--- src/rtl/alarm_clock_core.sv ---
// alarm_clock_core: prescaler, debounce, BCD time keeping, 12/24 h display and alarm ringer.
// Define BTN_REPEAT_EN to get auto-repeat pulses on held buttons in set modes.
module alarm_clock_core #(
   parameter int CLK_HZ       = 1000000,
   parameter int DEBOUNCE_CYC = 20000,
   parameter int RING_SEC     = 60,
   parameter int ALARM_RST_H  = 7,
   parameter int REPEAT_CYC   = 250000
) (
   input  logic       CLK_1M,
   input  logic       clr,
   input  logic       enable,
   input  logic       hourMode,
   input  logic [1:0] sel,
   input  logic       madd,
   input  logic       hadd,
   input  logic       alarm_on,
   output logic [7:0] hour_bcd,
   output logic [7:0] min_bcd,
   output logic [7:0] sec_bcd,
   output logic       pm,
   output logic       ring
);
   localparam int PW = $clog2(CLK_HZ);
   localparam int DW = $clog2(DEBOUNCE_CYC + 1);
   localparam int RW = $clog2(REPEAT_CYC + 1);
   localparam logic [7:0] AL_RST = 8'((ALARM_RST_H / 10) * 16 + ALARM_RST_H % 10);

   if (CLK_HZ < 2 || DEBOUNCE_CYC < 2 || RING_SEC < 1 || RING_SEC > 255 ||
       ALARM_RST_H < 0 || ALARM_RST_H > 23 || REPEAT_CYC < 1) begin : g_bad_param
      $error("alarm_clock_core: parameter out of range");
   end

   typedef enum logic {IDLE, RING} state_t;

   function automatic logic [7:0] inc_bcd(input logic [7:0] v, input logic [7:0] top);
      return (v == top) ? 8'h00 :
             (v[3:0] == 4'd9) ? {v[7:4] + 4'd1, 4'd0} : {v[7:4], v[3:0] + 4'd1};
   endfunction

   logic set_t, set_a, tick, mp, hp, match, dismiss;
   logic [1:0] raw, pulse;
   logic [PW-1:0] presc_q, presc_d;
   logic [7:0] sec_q, sec_d, min_q, min_d, hour_q, hour_d;
   logic [7:0] al_min_q, al_min_d, al_hour_q, al_hour_d;
   logic [7:0] ring_cnt_q, ring_cnt_d;
   state_t state_q, state_d;
   logic [4:0] h_bin, h12;

   assign set_t = (sel == 2'd1);
   assign set_a = (sel == 2'd2);
   assign raw   = {hadd, madd};
   assign mp    = pulse[0];
   assign hp    = pulse[1];

   for (genvar g = 0; g < 2; g++) begin : g_btn
      logic [1:0] sync_q;
      logic [DW-1:0] cnt_q;
      logic level_q, pulse_q, flip, rep;
      // level flips on the DEBOUNCE_CYC-th consecutive sample that disagrees with it
      assign flip = (sync_q[1] != level_q) && (cnt_q == DW'(DEBOUNCE_CYC - 1));
`ifdef BTN_REPEAT_EN
      logic [RW-1:0] rep_q;
      assign rep = level_q && (set_t || set_a) && (rep_q == RW'(REPEAT_CYC - 1));
      always_ff @(posedge CLK_1M or posedge clr)
         if (clr) rep_q <= '0;
         else rep_q <= (!level_q || rep_q == RW'(REPEAT_CYC - 1)) ? '0 : rep_q + 1'b1;
`else
      assign rep = 1'b0;
`endif
      always_ff @(posedge CLK_1M or posedge clr)
         if (clr) begin
            sync_q  <= '0;
            cnt_q   <= '0;
            level_q <= 1'b0;
            pulse_q <= 1'b0;
         end else begin
            sync_q  <= {sync_q[0], raw[g]};
            cnt_q   <= (sync_q[1] == level_q || flip) ? '0 : cnt_q + 1'b1;
            level_q <= level_q ^ flip;
            pulse_q <= (flip & sync_q[1]) | rep;
         end
      assign pulse[g] = pulse_q;
   end

   assign tick = enable && !set_t && (presc_q == PW'(CLK_HZ - 1));

   always_comb begin
      presc_d   = set_t ? '0 : !enable ? presc_q : tick ? '0 : presc_q + 1'b1;
      sec_d     = (set_t && (mp || hp)) ? 8'h00 : tick ? inc_bcd(sec_q, 8'h59) : sec_q;
      min_d     = ((set_t && mp) || (tick && sec_q == 8'h59)) ? inc_bcd(min_q, 8'h59) : min_q;
      hour_d    = ((set_t && hp) || (tick && sec_q == 8'h59 && min_q == 8'h59)) ?
                  inc_bcd(hour_q, 8'h23) : hour_q;
      al_min_d  = (set_a && mp) ? inc_bcd(al_min_q, 8'h59) : al_min_q;
      al_hour_d = (set_a && hp) ? inc_bcd(al_hour_q, 8'h23) : al_hour_q;
   end

   // compare against the next time so ring rises with the displayed match
   assign match   = tick && alarm_on && sec_d == 8'h00 && min_d == al_min_q && hour_d == al_hour_q;
   assign dismiss = !alarm_on || ((mp || hp) && !set_t && !set_a);

   always_comb begin
      state_d    = state_q;
      ring_cnt_d = ring_cnt_q;
      if (state_q == IDLE) begin
         if (match && !dismiss) begin
            state_d    = RING;
            ring_cnt_d = 8'(RING_SEC);
         end
      end else if (dismiss || (tick && ring_cnt_q == 8'd1)) begin
         state_d    = IDLE;
         ring_cnt_d = 8'd0;
      end else if (tick) begin
         ring_cnt_d = ring_cnt_q - 8'd1;
      end
   end

   always_ff @(posedge CLK_1M or posedge clr)
      if (clr) begin
         presc_q    <= '0;
         sec_q      <= 8'h00;
         min_q      <= 8'h00;
         hour_q     <= 8'h00;
         al_min_q   <= 8'h00;
         al_hour_q  <= AL_RST;
         ring_cnt_q <= 8'd0;
         state_q    <= IDLE;
      end else begin
         presc_q    <= presc_d;
         sec_q      <= sec_d;
         min_q      <= min_d;
         hour_q     <= hour_d;
         al_min_q   <= al_min_d;
         al_hour_q  <= al_hour_d;
         ring_cnt_q <= ring_cnt_d;
         state_q    <= state_d;
      end

   assign h_bin    = 5'(hour_q[7:4]) * 5'd10 + 5'(hour_q[3:0]);
   assign h12      = (h_bin == 5'd0) ? 5'd12 : (h_bin > 5'd12) ? h_bin - 5'd12 : h_bin;
   assign hour_bcd = !hourMode ? hour_q :
                     (h12 >= 5'd10) ? {4'd1, 4'(h12 - 5'd10)} : {4'd0, h12[3:0]};
   assign pm       = hourMode && (h_bin >= 5'd12);
   assign min_bcd  = min_q;
   assign sec_bcd  = sec_q;
   assign ring     = (state_q == RING);
endmodule

--- config.mk ---
export PLATFORM = sky130hd
export DESIGN_NAME = alarm_clock_core
export DESIGN_NICKNAME = d
export VERILOG_FILES = /design/src/rtl/alarm_clock_core.sv
export SDC_FILE = /design/constraint.sdc
export NUM_CORES = 1
export LEC_CHECK = 0
export CELL_PAD_IN_SITES_DETAIL_PLACEMENT = 1
export CELL_PAD_IN_SITES_GLOBAL_PLACEMENT = 2
export CORE_AREA = 10 10 154 156
export DETAILED_ROUTE_END_ITERATION = 10
export DIE_AREA = 0 0 164 166
export PLACE_DENSITY = 0.74
export SYNTH_ARGS = -nofsm -noshare
export SYNTH_HDL_FRONTEND = slang
export SYNTH_SLANG_ARGS = --single-unit
--- constraint.sdc ---
create_clock -name CLK_1M -period 4.1 [get_ports CLK_1M]
set_input_delay 1.025 -clock CLK_1M [delete_from_list [all_inputs] [get_ports CLK_1M]]
set_output_delay 1.025 -clock CLK_1M [all_outputs]
set_load 0.01 [all_outputs]
# After elaboration in Yosys (flattened, before gate mapping)
# Index checks and enable logic that the tools add are counted.
# W data, S select, Z words.
op_classes:
  addsub: 17
  mul: 1
  n_lt_le_gt_ge: 3
  eq_ne: 23
  mux: 30
  n_bitwise: 4
  n_reduce_logical: 40
ops:
  columns: ["cell", "n"]
  rows:
  - ["$mux W8", 19]
  - ["$mux W20", 3]
  - ["$add A4 B1 Y4 const B", 10]
  - ["$add A15 B1 Y15 const B", 2]
  - ["$eq A15 B15 Y1 const B", 2]
  - ["$mux W15", 2]
  - ["$eq A8 B7 Y1 const B", 3]
  - ["$add A20 B1 Y20 const B", 1]
  - ["$eq A20 B20 Y1 const B", 1]
  - ["$eq A4 B4 Y1 const B", 5]
  - ["$logic_and A1 B1 Y1", 20]
  - ["$eq A8 B6 Y1 const B", 2]
  - ["$eq A8 B8 Y1", 2]
  - ["$mux W5", 3]
  - ["$ge A5 B4 Y1 const B", 2]
  - ["$eq A8 B1 Y1 const B", 1]
  - ["$logic_not A8 Y1", 1]
  - ["$reduce_bool A2 Y1", 4]
  - ["$sub A8 B1 Y8 const B", 1]
  - ["$logic_or A1 B1 Y1", 7]
  - ["$reduce_and A2 Y1", 3]
  - ["$add A5 B4 Y5", 1]
  - ["$gt A5 B4 Y1 const B", 1]
  - ["$logic_not A5 Y1", 1]
  - ["other kinds (12)", 21]
totals:
  register_bits: 107
  inputBits: 9
  output_inout_bits: 26

# Logic depth before layout (Yosys ltp)
depth:
  depth_word: 13
  ltp_mapped: 14

# Worst setup path before layout
# OpenSTA, ideal clock, no wires.
synth_timing:
  path_type: "register to output"
  from: "register hour_q[4]"
  to: "output hour_bcd[2]"
  arrival_time_ns: 3.005
  t_required_ns: 3.075
  path_slack_ns: 0.070
  stages_incl_launch_ff: 15
  path_cell_list: "dfrtp_1 -> ha_1 -> ha_1 -> xor2_1 -> inv_1 -> ha_1 -> nand2_1 -> o211ai_1 -> o21ai_0 -> ha_1 -> inv_1 -> a31oi_1 -> o31a_1 -> mux2_2 -> a21oi_1"
synth_between:
  elab_chain_len: 8
  word_cells_on_any_way: 11
synth_rtl:
  columns: ["element", "line_no", "source"]
  rows:
  - ["start, declared", "44", "logic [7:0] sec_q, sec_d, min_q, min_d, hour_q, hour_d;"]
  - ["start signal, assigned", "132", "hour_q <= hour_d;"]
  - ["$mul A4 B3 Y4 (*)", "139", "assign h_bin = 5'(hour_q[7:4]) * 5'd10 + 5'(hour_q[3:0]);"]
  - ["$add A5 B4 Y5 (*)", "139", null]
  - ["$sub A5 B4 Y5 / $gt A5 B4 Y1 (equally long branches)", "140", "assign h12 = (h_bin == 5'd0) ? 5'd12 : (h_bin > 5'd12) ? h_bin - 5'd12 : h_bin;"]
  - ["$mux W5", "140", null]
  - ["$mux W5 (*)", "140", null]
  - ["$sub A4 B4 Y4 / $ge A5 B4 Y1 (equally long branches)", "142", "(h12 >= 5'd10) ? {4'd1, 4'(h12 - 5'd10)} : {4'd0, h12[3:0]};"]
  - ["$mux W5 (*)", "142", null]
  - ["$mux W8 (*)", "141", "assign hour_bcd = !hourMode ? hour_q :"]
  - ["end, declared", "18", "output logic [7:0] hour_bcd,"]
# Mark *: on every way between the ends. The rest lies on a longest branch, timed or not.

# Worst setup path after layout
# Same ends and word-level chain as after synthesis.

==> impl_metrics.py <==
metrics = {
    "outcome": {
        "outcome": "complete, but fails checks",
        "violations": "setup timing",
    },
    "logic_synthesis": {
        "synthMuxAreaShare_pct": 1.573,
        "yosys.area.top_type": "dfrtp_1",
        "synth_area_per_cell_um2": 8.792,
        "yosysSeqAreaShare_pct": 38.75,
        "synth_compound_area_share_pct": 17.87,
        "ys_seq_elements": 107,
        "synth.distinct_cells": 78,
        "synth_edf_count": 0,
        "yosysWarnings": 0,
        "ys_async_sr_fraction_pct": 100.0,
        "synthSimpleGateAreaFrac_pct": 25.93,
        "syn_nets": 829,
        "synth-main-ff-cell": "dfrtp_1",
        "synth_top_area_share_pct": 37.61,
        "synth_xor_area_share_pct": 6.420,
        "synthesis.area_um2": 6919,
        "synth.area.top_cells": "dfrtp_1, ha_1, nand2_1",
        "synth_top_family_by_area": "simple AND/OR/NAND/NOR gates",
        "synth_fa_ha_area_share_pct": 6.076,
        "netlist_instances": 787,
    },
    "global_routing": {
        "grt_pass1_vias": 6976,
        "track_usage_pct": 15.90,
        "grt_max_degree": 50,
        "grt_pass1_wl_mm": 35.87,
        "grt_overflow": 0,
        "grt_antenna_before_repair": 0,
    },
    "sta": {
        "timing.final.ws_setup_ps": -224.6,
        "slew_violations": 0,
        "period_share_pct": 105.5,
        "relSlewSlack_pct": 57.50,
        "fmax_ghz": 0.2312,
        "rsz0062_at_grt": "yes",
        "finalSetupTns_ps": -498.8,
        "setup_viol": 4,
        "hold_ws_ps": 351.0,
        "worst_slew_pin_slew_ps": 637.5,
        "report.final.hold_viol_count": 0,
        "finalCriticalPeriod_ps": 4325,
        "finalClockSkew_ps": 9.888,
    },
    "detailed_routing": {
        "vias_per_cell": 5.446,
        "wl_per_cell_um": 18.00,
        "drcViolationCount": 0,
        "drt_pass1_iterations": 4,
        "wirelength_mm": 21.44,
        "drtAntennaViolNets": 0,
        "drt_iter0_markers": 297,
        "dr_total_vias": 6486,
    },
    "cts": {
        "cts_num_sinks": 107,
        "clk_latency_ps": 360,
        "path_clk_slew_ps": 70,
        "htree_levels": 3,
        "clock_path_buffers": 2,
        "cts-root-buf": "clkbuf_16",
        "cts_hold_buf": 0,
        "cts_buffers": 9,
        "cts_tree": "yes",
    },
    "layout": {
        "drive_gt1_share_pct": 17.90,
        "n_antenna_cell": 0,
        "area_growth_syn_to_layout_pct": 26.24,
        "fillerInstances": 2439,
        "num-nets-final": 953,
    },
    "critical_path": {
        "cp_max_fo": 3,
        "crit_path_top_delay_cell": "dfrtp_2",
        "crit_type": "reg2out",
        "critPathRequiredTime_ps": 3070,
        "crit_path_frequent_cell": "ha_2",
        "start_kind": "register",
        "critPathCaptureType": "output pin",
        "worst_path_largest_cell_delay_ps": 450,
        "crit_chain": "ha_4 > fa_2 > xor2_4 > inv_2 > ha_2 > nand2_2 > o211ai_1 > o21ai_1 > ha_2 > inv_1 > a31oi_1 > o31a_1 > mux2_4 > a21oi_2 > buf_2",
        "cp.arrival_ps": 3300,
    },
    "die": {
        "ios": 35,
        "die_x_um": 164,
        "die-area_um2": 27220,
        "num_rows": 53,
        "core_area_um2": 20690,
        "initial_utilization_pct": 33.44,
        "die_h_um": 166,
    },
    "placed_design": {
        "portBuffers": 34,
        "globalplace.congestion": 0.8769,
        "dpl.hpwl_mm": 16.17,
    },
    "run": {
        "drv_cap": 0,
    },
    "power": {
        "power.density_nw_per_um2": 242.1,
        "p_leak_uw": 0.003894,
        "ir_worst_vdd_v": 0.0002498,
    },
    "min_path": {
        "min_path_type": "reg2reg",
    },
}
-- flip-flops by register name, summed over array words and instances, names as in the netlist, 4 cells and up, named ones only --
name,flops
al_hour_q,8
min_bcd,8
hour_q,8
ring_cnt_q,8
presc_q,20
sec_bcd,8
g_btn.cnt_q,30
g_btn.sync_q,4
al_min_q,8
-- stage by stage --
stage	total power (uW)	worst slack (ps)	area (um2)	cells	utilization [%]
after floorplan	1155	70.36	6919	787	-
after global placement	1199	-308.8	8162	1159	39.45
after detailed placement	1203	-459.8	8162	1159	39.45
after CTS	2158	-274.1	8566	1182	41.40
after global routing	2212	-432.2	8735	1191	42.22
final	2114	-224.6	8735	1191	42.22
-- final timing paths --
check,startpoint,to,slack [ps],cells after the start
hold reg to reg,g_btn[1].sync_q[0]$_DFF_PP0_,g_btn[1].sync_q[1]$_DFF_PP0_,350,0
min in group asynchronous,clr,g_btn[0].cnt_q[0]$_DFF_PP0_,1110,2
setup / recovery,hour_q[4]$_DFF_PP0_,hour_bcd[2],-220,15
hold / removal,g_btn[1].sync_q[0]$_DFF_PP0_,g_btn[1].sync_q[1]$_DFF_PP0_,350,0
setup reg to reg,min_bcd[1]$_DFF_PP0_,ring_cnt_q[0]$_DFFE_PP0P_,410,12
max in group asynchronous,clr,al_hour_q[0]$_DFFE_PP1P_,2230,3
-- critical path: cells and delay by family, from the launching register on --
| kind | cells | cell delay (ps) |
|---|---|---|
| muxes | 1 | 310 |
| xor gates and xnor gates | 1 | 220 |
| and+or+nand+nor | 1 | 70 |
| DFF | 1 | 450 |
| buffers and inverters | 3 | 270 |
| adders and majority gates | 4 | 960 |
| AOI/OAI and AO/OA | 5 | 670 |
-- report_power, final --
group	internal (uW)	switching, uW
Sequential	1070	13.5
Combinational	35.0	62.8
Clock	513	423
-- layer usage --
metal | global-route usage (%) | vias to the layer above | share of wire (%)
met5 | 0 | - | 0
met4 | 5.402 | 0 | 1.9
met1 | 20.28 | 3262 | 45
li1 | - | 3111 | -
met3 | 2.355 | 24 | 3.9
met2 | 26.70 | 89 | 49
-- cells in the mapped netlist (18+ instances only) --
cell type and instances:
o21ai_0 47, xor2_1 30, nor3_1 22, dfrtp_1 104, inv_1 35, nand2_1 81, xnor2_1 18, ha_1 32
nor2_1 81, a21oi_1 37, nand3_1 40, nand4_1 20
-- what timing repair did --
item	CTS	global route
setup endpoints to repair	4	13
resized for setup	29	22
pin swaps	10	17
buffers inserted	7	9
-- layout make-up --
type / count / area [um2] / share of cell area, %
Clock buffer: 12 / 256.5 / 2.937
Multi-Input combinational cell: 622 / 4153 / 47.54
Inverter: 35 / 133.9 / 1.533
Clock inverter: 4 / 56.30 / 0.6446
Timing Repair Buffer: 136 / 1109 / 12.69
Sequential cell: 107 / 2683 / 30.71
Tap cell: 275 / 344.1 / 3.939
-- cell families (layout without fill, tap and decap cells) --
kind of cell	after synthesis	in the layout
simple gates	345	345
compound gates	185	185
flops	107	107
buf+inv	58	187
xor+xnor	49	49
fa+ha+maj	33	33
mux	10	10
-- layout by cell type (no fill, tap or decap), drive strengths merged, types with 5 or more instances in the layout --
cell	n
buf	106
nor2b	9
a31oi	9
and3b	6
xor2	30
nand2	81
a21oi	37
xnor2	18
and3	17
nor3	23
or3	11
a211oi	5
nand2b	8
inv	36
and2	8
dfrtp	104
clkdlybuf4s50	29
mux2i	6
nand3	41
o21ai	48
a21o	7
o21a	6
o31ai	16
nand3b	10
clkbuf	12
o211ai	11
ha	32
nor4	9
nor2	81
nand4	20
No activity file was read; power rests on OpenSTA's default activity.
